===== src/rtl/tm_edge_ctx_pkg.sv =====
// Shared definitions for the TM neighbour-context generator: edge defaults,
// block lane indexing helpers and the control FSM encoding.
package tm_edge_ctx_pkg;

  localparam int BIT_WIDTH    = 8;
  localparam int BLOCK_SIZE   = 4;
  localparam int MAX_BLK_COLS = 64;
  localparam int COL_W        = 7;
  localparam int LINE_AW      = $clog2(MAX_BLK_COLS);

  // Substitute pixels when a neighbour lies outside the picture.
  localparam logic [BIT_WIDTH-1:0] TOP_DEFAULT  = 8'h7F;
  localparam logic [BIT_WIDTH-1:0] LEFT_DEFAULT = 8'h81;

  typedef enum logic [2:0] {
    S_IDLE,
    S_FETCH,
    S_OFFER,
    S_WAIT_REC,
    S_DONE
  } state_t;

  // Lane number of pixel (row, col) inside a raster-packed 4x4 block.
  function automatic int lane_idx(input int row, input int col);
    return row * BLOCK_SIZE + col;
  endfunction

  // Extract pixel (row, col) from a packed 4x4 block.
  function automatic logic [BIT_WIDTH-1:0] rec_px(
    input logic [BLOCK_SIZE*BLOCK_SIZE*BIT_WIDTH-1:0] blk,
    input int row, input int col);
    return blk[BIT_WIDTH*lane_idx(row, col) +: BIT_WIDTH];
  endfunction

endpackage


===== src/rtl/tm_line_buf.sv =====
// Top line buffer: single-port RAM with registered read. A write cycle also
// reads, returning the value held before the write (read-first).
module tm_line_buf #(
  parameter int DEPTH = 64,
  parameter int AW    = 6,
  parameter int W     = 32
) (
  input  logic         clk,
  input  logic         en,
  input  logic         we,
  input  logic [AW-1:0] addr,
  input  logic [W-1:0] wdata,
  output logic [W-1:0] rdata
);

  logic [W-1:0] mem [DEPTH];

  // Read-first port; contents are never reset, row 0 never reads them.
  always_ff @(posedge clk) begin
    if (en) begin
      rdata <= mem[addr];
      if (we) mem[addr] <= wdata;
    end
  end

endmodule


===== src/rtl/tm_edge_ctx.sv =====
// Neighbour-context generator for 4x4 TrueMotion intra prediction. Walks the
// picture in block raster order, offers top/left/top_left for each block and
// takes the reconstructed block back before moving on.
module tm_edge_ctx
  import tm_edge_ctx_pkg::*;
#(
  parameter int BIT_WIDTH    = tm_edge_ctx_pkg::BIT_WIDTH,
  parameter int BLOCK_SIZE   = tm_edge_ctx_pkg::BLOCK_SIZE,
  parameter int MAX_BLK_COLS = tm_edge_ctx_pkg::MAX_BLK_COLS,
  parameter int COL_W        = tm_edge_ctx_pkg::COL_W
) (
  input  logic                                        clk,
  input  logic                                        rst,
  input  logic                                        start,
  input  logic [COL_W-1:0]                            blk_cols,
  input  logic [COL_W-1:0]                            blk_rows,
  output logic                                        ctx_valid,
  input  logic                                        ctx_ready,
  output logic [COL_W-1:0]                            ctx_x,
  output logic [COL_W-1:0]                            ctx_y,
  output logic [BIT_WIDTH-1:0]                        top_left,
  output logic [BLOCK_SIZE*BIT_WIDTH-1:0]             top,
  output logic [BLOCK_SIZE*BIT_WIDTH-1:0]             left,
  input  logic                                        rec_valid,
  output logic                                        rec_ready,
  input  logic [BLOCK_SIZE*BLOCK_SIZE*BIT_WIDTH-1:0]  rec,
  output logic                                        busy,
  output logic                                        done
);

  localparam int ROW_W = BLOCK_SIZE * BIT_WIDTH;
  localparam int AW    = $clog2(MAX_BLK_COLS);
  localparam logic [COL_W-1:0] ONE     = COL_W'(1);
  localparam logic [COL_W-1:0] MAX_COL = COL_W'(MAX_BLK_COLS);

  state_t state, nxt;

  logic [COL_W-1:0] x, y, cols_s, rows_s;
  logic [ROW_W-1:0] left_reg, line_rd;
  logic [BIT_WIDTH-1:0] tl_reg;
  logic zero_done;
  logic rec_hs, last_col, last_blk, size_zero;
  logic [COL_W-1:0] cols_sat;
  logic [BLOCK_SIZE-1:0][BIT_WIDTH-1:0] rec_right;
  logic [ROW_W-1:0] rec_bottom;
  logic unused_rec;

  assign rec_hs    = (state == S_WAIT_REC) && rec_valid;
  assign last_col  = (x == cols_s - ONE);
  assign last_blk  = last_col && (y == rows_s - ONE);
  assign size_zero = (blk_cols == '0) || (blk_rows == '0);
  assign cols_sat  = (blk_cols > MAX_COL) ? MAX_COL : blk_cols;

  // Right column of the reconstructed block becomes the next block's left.
  for (genvar j = 0; j < BLOCK_SIZE; j++) begin : g_right
    assign rec_right[j] = rec_px(rec, j, BLOCK_SIZE - 1);
  end
  assign rec_bottom = rec[BLOCK_SIZE*ROW_W-1 -: ROW_W];
  assign unused_rec = ^rec;

  tm_line_buf #(.DEPTH(MAX_BLK_COLS), .AW(AW), .W(ROW_W)) u_line (
    .clk   (clk),
    .en    ((state == S_FETCH) || rec_hs),
    .we    (rec_hs),
    .addr  (x[AW-1:0]),
    .wdata (rec_bottom),
    .rdata (line_rd)
  );

  // State register.
  always_ff @(posedge clk or posedge rst) begin
    if (rst) state <= S_IDLE;
    else     state <= nxt;
  end

  // Next-state logic.
  always_comb begin
    nxt = state;
    unique case (state)
      S_IDLE:     if (start && !size_zero) nxt = S_FETCH;
      S_FETCH:    nxt = S_OFFER;
      S_OFFER:    if (ctx_ready) nxt = S_WAIT_REC;
      S_WAIT_REC: if (rec_valid) nxt = last_blk ? S_DONE : S_FETCH;
      S_DONE:     nxt = S_IDLE;
      default:    nxt = S_IDLE;
    endcase
  end

  // Handshakes, status and edge-substituted context, driven only in OFFER.
  always_comb begin
    ctx_valid = (state == S_OFFER);
    rec_ready = (state == S_WAIT_REC);
    busy      = (state == S_FETCH) || (state == S_OFFER) || (state == S_WAIT_REC);
    done      = (state == S_DONE) || zero_done;
    ctx_x     = x;
    ctx_y     = y;
    top       = '0;
    left      = '0;
    top_left  = '0;
    if (state == S_OFFER) begin
      top      = (y == '0) ? {BLOCK_SIZE{TOP_DEFAULT}} : line_rd;
      left     = (x == '0) ? {BLOCK_SIZE{LEFT_DEFAULT}} : left_reg;
      top_left = (y == '0) ? TOP_DEFAULT :
                 (x == '0) ? LEFT_DEFAULT : tl_reg;
    end
  end

  // Sizes, block position and saved neighbour pixels.
  always_ff @(posedge clk or posedge rst) begin
    if (rst) begin
      x         <= '0;
      y         <= '0;
      cols_s    <= '0;
      rows_s    <= '0;
      left_reg  <= '0;
      tl_reg    <= '0;
      zero_done <= 1'b0;
    end else begin
      zero_done <= 1'b0;
      if (state == S_IDLE && start) begin
        zero_done <= size_zero;
        cols_s    <= cols_sat;
        rows_s    <= blk_rows;
        x         <= '0;
        y         <= '0;
      end
      if (rec_hs) begin
        left_reg <= rec_right;
        // Old bottom-right of the block above is the next block's corner.
        tl_reg   <= line_rd[ROW_W-1 -: BIT_WIDTH];
        if (last_blk) begin
          x <= '0;
          y <= '0;
        end else if (last_col) begin
          x <= '0;
          y <= y + ONE;
        end else begin
          x <= x + ONE;
        end
      end
    end
  end

endmodule


===== config.mk =====
export PLATFORM = sky130hd
export DESIGN_NAME = tm_edge_ctx
export DESIGN_NICKNAME = d
export VERILOG_FILES = /design/src/rtl/tm_edge_ctx_pkg.sv /design/src/rtl/tm_line_buf.sv /design/src/rtl/tm_edge_ctx.sv
export SDC_FILE = /design/constraint.sdc
export NUM_CORES = 2
export LEC_CHECK = 0
export ABC_AREA = 1
export CAP_MARGIN = 20
export CORE_MARGIN = 2
export CORE_UTILIZATION = 50
export CTS_BUF_LIST = sky130_fd_sc_hd__clkbuf_8 sky130_fd_sc_hd__clkbuf_16
export DETAILED_ROUTE_END_ITERATION = 12
export HOLD_SLACK_MARGIN = 0.12
export PLACE_DENSITY = 0.66
export SETUP_SLACK_MARGIN = 0.05
export SYNTH_ARGS = -nofsm -noshare
export SYNTH_HDL_FRONTEND = slang
export SYNTH_SLANG_ARGS = --single-unit
export TNS_END_PERCENT = 5

===== constraint.sdc =====
create_clock -name clk -period 14.01 [get_ports clk]
set_input_delay 2.802 -clock clk [delete_from_list [all_inputs] [get_ports clk]]
set_output_delay 2.802 -clock clk [all_outputs]
set_load 0.03 [all_outputs]

## Word-level counts from Yosys, hierarchy flattened

Memory sizes are Yosys's and may differ from the RTL's. A register that Yosys moved wholly into a read port is not among the register bits.
Index checks and enable logic that the tools add are counted.

- Add/subtract/negate cells: 4
- $lt $le $gt $ge: 1
- Equality and inequality tests: 9
- Mux-type cells: 25
- Reduce and logical (&&, ||, !) cells: 17

Operators by type and width:

| kind | number |
|---|---|
| two-way mux 32 bit | 4 |
| two-way mux 7 bit | 9 |
| zero test 7 bit | 4 |
| two-way mux 8 bit | 3 |
| adder 7 x 1 -> 7 bit (second input constant) | 2 |
| equality test 7 bit | 2 |
| subtractor 7 x 1 -> 7 bit (second input constant) | 2 |
| two-way mux 3 bit | 4 |
| one-hot mux 3 bit (4 select lines) | 1 |
| greater-than comparator 7 bit (second input constant) | 1 |
| equality test 3 x 2 -> 1 bit (second input constant) | 2 |
| logical OR 1 bit | 5 |
| logical AND 1 bit | 4 |
| two-way mux 1 bit | 4 |
| != test 2 bit (second input constant) | 2 |
| equality test 3 x 1 -> 1 bit (second input constant) | 1 |
| equality test 3 bit (second input constant) | 1 |
| zero test 3 bit | 1 |
| AND reduction 3 bit | 1 |
| != test 2 x 1 -> 1 bit (second input constant) | 1 |
| nonzero test 2 bit | 1 |
| zero test 1 bit | 1 |

- Register bits after elaboration: 72
- Memory bits (writable): 2048
- Memories: 1

Memory list:

| memory | depth | width | read ports | clocked after memory_dff | wr ports | RTL line | text |
|---|---|---|---|---|---|---|---|
| u_line.mem | 64 | 32 | 1 | 1 | 1 | tm_line_buf.sv:16 | `logic [W-1:0] mem [DEPTH];` |

## Logic depth before layout (Yosys ltp)

- Depth after elaboration: 6
- Depth in mapped cells: 15
- Gate-level depth less buffers: 15

## Hierarchy

A second synthesis with hierarchy kept.

- Cells, all modules: 9040
- Area total of the unflattened synthesis: 91765.5 um^2

Modules (own cells, without submodules):

| module | times used | cells an instance | area each (um^2) |
|---|---|---|---|
| tm_line_buf | 1 | 8440 | 87410.1 |
| tm_edge_ctx | 1 | 600 | 4355.4 |

## Least setup slack after synthesis

Ideal clock, no wire load.

- Path type: input port to flip-flop
- Start point: input port rec_valid
- End point: memory u_line.mem[32][0] (enable)
- Arrival: 6.209 ns
- Path slack: 7.299 ns
- Stages on the path: 4
- Buffers on the path: 0
- Cells stage by stage: nand2_1 -> inv_2 -> nand2_1 -> nor4_1

- Longest elaborated chain between the ends: 4
- Elaborated cells between the ends (all ways): 5
- Those cells by class: mux: 3; reduce/logical: 2

Ends and longest elaborated chain:

| item | RTL line | text |
|---|---|---|
| start: declaration | tm_edge_ctx.sv:24 | `input logic rec_valid,` |
| logical AND 1 bit * | tm_edge_ctx.sv:48 | `assign rec_hs = (state == S_WAIT_REC) && rec_valid;` |
| two-way mux 1 bit or logical OR 1 bit (tied branches) | tm_line_buf.sv:22, tm_edge_ctx.sv:63 |  |
| two-way mux 1 bit * | tm_line_buf.sv:20 | `if (en) begin` |
| two-way mux 1 bit (implied by the code) * | tm_line_buf.sv:22 | `if (we) mem[addr] <= wdata;` |
| end: declaration | tm_line_buf.sv:16 |  |

Mark *: on every way between the ends. The rest lies on a longest branch, timed or not.

## Worst setup path in the final report

- Start point: register x[3] (netlist: ctx_x[3])
- End point: output port top_left[7]

- Longest elaborated chain between the ends: 4

Ends and longest elaborated chain:

| item | RTL line | text |
|---|---|---|
| start: declaration | tm_edge_ctx.sv:38 | `logic [COL_W-1:0] x, y, cols_s, rows_s;` |
| start signal: assignment | tm_edge_ctx.sv:138 | `x <= x + ONE;` |
| zero test 7 bit | tm_edge_ctx.sv:104 | `(x == '0) ? LEFT_DEFAULT : tl_reg;` |
| two-way mux 8 bit | tm_edge_ctx.sv:104 |  |
| two-way mux 8 bit | tm_edge_ctx.sv:103 | `top_left = (y == '0) ? TOP_DEFAULT :` |
| two-way mux 8 bit | tm_edge_ctx.sv:100 | `if (state == S_OFFER) begin` |
| end: declaration | tm_edge_ctx.sv:21 | `output logic [BIT_WIDTH-1:0] top_left,` |

No other way between the ends.

==> impl_metrics.tcl <==
set metrics [dict create \
    clkLatencyLatePin_ns 0.86 \
    wire_per_inst_microns 27.9 \
    fp.dieH_microns 407 \
    wirelength_mm 236 \
    endpoint_kind "primary output" \
    maxSlewViolCount 0 \
    largest_reg_flops 2048 \
    synth_edf_count 2080 \
    grt_pass1_vias 48100 \
    reg2reg_from "ctx_x[1]" \
    gp_congestion 0.842 \
    crit_arrival_ns 4.34 \
    rsz0062_at_grt "no" \
    finalCritPeriodShare_pct 51.0 \
    reg2reg_depth 11 \
    hold_violations 0 \
    stdcell_area_sq_um 92800 \
    grt_pass1_wl_mm 337 \
    drv_cap 0 \
    area_growth_pct 14.1 \
    dr.pass1.iters 7 \
    wl_met2_mm 107 \
    reg2reg_to "u_line.rdata[27]" \
    synthTopCellsByArea "edfxtp_1, nand2_1, a22oi_1, dfrtp_1, nand4_1" \
    min_path_cells 2 \
    synthFlopType "edfxtp_1" \
    synth_seq_cells 2152 \
    setup.worst_path.start_class "register" \
    tritoncts "built" \
    ys_types 39 \
    holdPathEnd "left_reg[1]" \
    grt_max_degree 135 \
    cellPowerDensity_nw_per_um2 174 \
    cts_inserted_buffers 207 \
    hp-start "left_reg[1]" \
    coreArea_sq_um 161000 \
    cts_setup_buffers 0 \
    p_comb_share_pct 20.8 \
    drt_iter0_markers 7498 \
    intPower_mw 11.2 \
    net-switching-power_mw 4.97 \
    crit_type "reg2out" \
    syn_area_sq_um 81300 \
    io_buffers 164 \
    fp-row-count 147 \
    finalSetupViolCount 0 \
    dp_hpwl_mm 125 \
    synth-async-reset-ratio_pct 3.35 \
    netlist_instances 5870 \
    met1_length_mm 91.9 \
    seqPwrFrac_pct 45.6 \
    cts_htree_levels 4 \
    max_clock_freq_ghz 0.140 \
    synth_top_area_cell "edfxtp_1" \
    worst_pin_slew_ns 1.09 \
    drc 0 \
    start_util_pct 50.5 \
    ant_nets 0 \
    ys_seq_area_share_pct 79.0 \
    globalRoute.totalOverflow 0 \
    cts_num_sinks 2152 \
    syn_nets 6023 \
    regToRegSetupSlack_ns 8.68 \
    irDropWorstVdd_v 0.000155 \
    syn_avg_cell_area_sq_um 13.9 \
    top_layer_used "met5" \
    clockBufferDepth 3 \
    synth_top_area_share_pct 76.8 \
    dp.cells 8045 \
    path_max_fanout 31 \
    wl_met3_mm 27.6 \
    postPlaceCellArea_sq_um 85800 \
    die_w_microns 407 \
    hp-class "reg2reg" \
    outcome "finished, final reports clean" \
    stdcell_count 8451 \
    cp.required_ns 11.21 \
    postCtsHoldBufs 0 \
    nNetsFinal 6263 \
    drive_gt1_share_pct 8.81 \
    fin_crit_ns 7.15 \
    die_area_sq_um 166000 \
    ys_warn_count 0 \
    vias 50300 \
    boundaryPins 237 \
    ctsResizeCount 0 \
    path_clk_slew_ns 0.07 \
    pwr-share-clk_pct 33.6 \
    static-leakage-power_nw 31.6 \
    skew_ns 0.0465 \
    relSlewSlack_pct 27.4 \
    swShare_pct 30.7 \
    final.setup.tns_ns 0 \
    clockRootBuffer "clkbuf_16" \
    viasPerCell 5.96 \
    antenna_found_initial 8 \
    final_core_util_pct 57.6 \
    track_usage_pct 28.1 \
]
==> per-layer routing <==
metal  vias up  GRT usage, %
met5         -             0
met4         4          10.7
met3       439          6.63
met2      3088          43.5
met1     25000          38.8
li1      21800             -
==> Yosys cell counts, drive strengths merged, types with 63 or more instances <==
cell type,instances
edfxtp,2080
nand2,1916
a22oi,285
nand4,266
o21ai,251
nor2,213
nand3,191
buf,169
inv,158
clkbuf,106
dfrtp,72
a21oi,63
==> placed cells by master (no fill, tap or decap), types with 50 or more instances in the layout <==
| cell type | n |
|---|---|
| edfxtp_1 | 2080 |
| nand2_1 | 1915 |
| a22oi_1 | 285 |
| nand4_1 | 265 |
| clkbuf_16 | 209 |
| inv_1 | 195 |
| nand3_1 | 185 |
| o21ai_1 | 178 |
| nor2_1 | 146 |
| clkdlybuf4s50_1 | 132 |
| buf_4 | 124 |
| o21ai_0 | 73 |
| dfrtp_1 | 72 |
| nor2_4 | 67 |
| a21oi_1 | 63 |
| clkinv_1 | 50 |
==> how the worst max path moves through the flow <==
stage,slack (ns),from,end
2_1_floorplan,7.30,rec_valid,u_line.mem[32][0]
3_3_place_gp,7.70,rec_valid,u_line.mem[38][19]
3_5_place_dp,7.66,rec_valid,u_line.mem[38][5]
4_1_cts,6.86,ctx_x[3],top_left[7]
5_1_grt,6.64,ctx_x[3],left[7]
6_report,6.86,ctx_x[3],top_left[7]
==> power groups by stage <==
stage,sequential (mW),clock [mW],combinational (mW)
after global routing,7.38,5.73,3.63
final,7.36,5.43,3.37
after detailed placement,7.50,0,3.30
after global placement,7.50,0,3.26
after CTS,7.37,5.47,3.32
after floorplan,7.46,0,1.99
==> per-stage QoR <==
stage,setup slack [ns],hold WS [ns],power (mW)
floorplan,7.30,0.449,9.45
global placement,7.70,0.462,10.8
detailed placement,7.66,0.469,10.8
CTS,6.86,0.484,16.2
global route,6.64,0.508,16.7
finish,6.86,0.479,16.2
==> area by class of cell <==
| class | count | area, sq um |
|---|---|---|
| Fill cell | 12500 | 68200 |
| Sequential cell | 2152 | 64300 |
| Multi-Input combinational cell | 3284 | 15700 |
| Clock buffer | 215 | 5310 |
| Timing Repair Buffer | 306 | 2790 |
| Tap cell | 2160 | 2700 |
| Clock inverter | 169 | 1330 |
| Inverter | 159 | 652 |
| Antenna cell | 6 | 15.0 |
==> kinds of logic (layout without fill, tap and decap cells) <==
kind of cell | Yosys count | in the layout | synth area share (%)
compound gates | 651 | 651 | 5.08
xor+xnor | 16 | 16 | 0.172
fa+ha+maj | 6 | 6 | 0.0923
buf+inv | 434 | 849 | 2.32
flops | 2152 | 2152 | 79.0
other cells | 0 | 6 | 0
simple gates | 2611 | 2611 | 13.3
==> worst max-delay path, cell delays in order (launching register included) <==
cell and delay (ns):
dfrtp_1 0.53, inv_2 0.29, nand2_1 0.63, inv_2 0.28
nand4_2 0.34, inv_2 0.55, nor2_1 0.08, nor2_1 0.11
clkdlybuf4s50_1 0.71
Note: power is estimated with default switching activity, not from simulation.
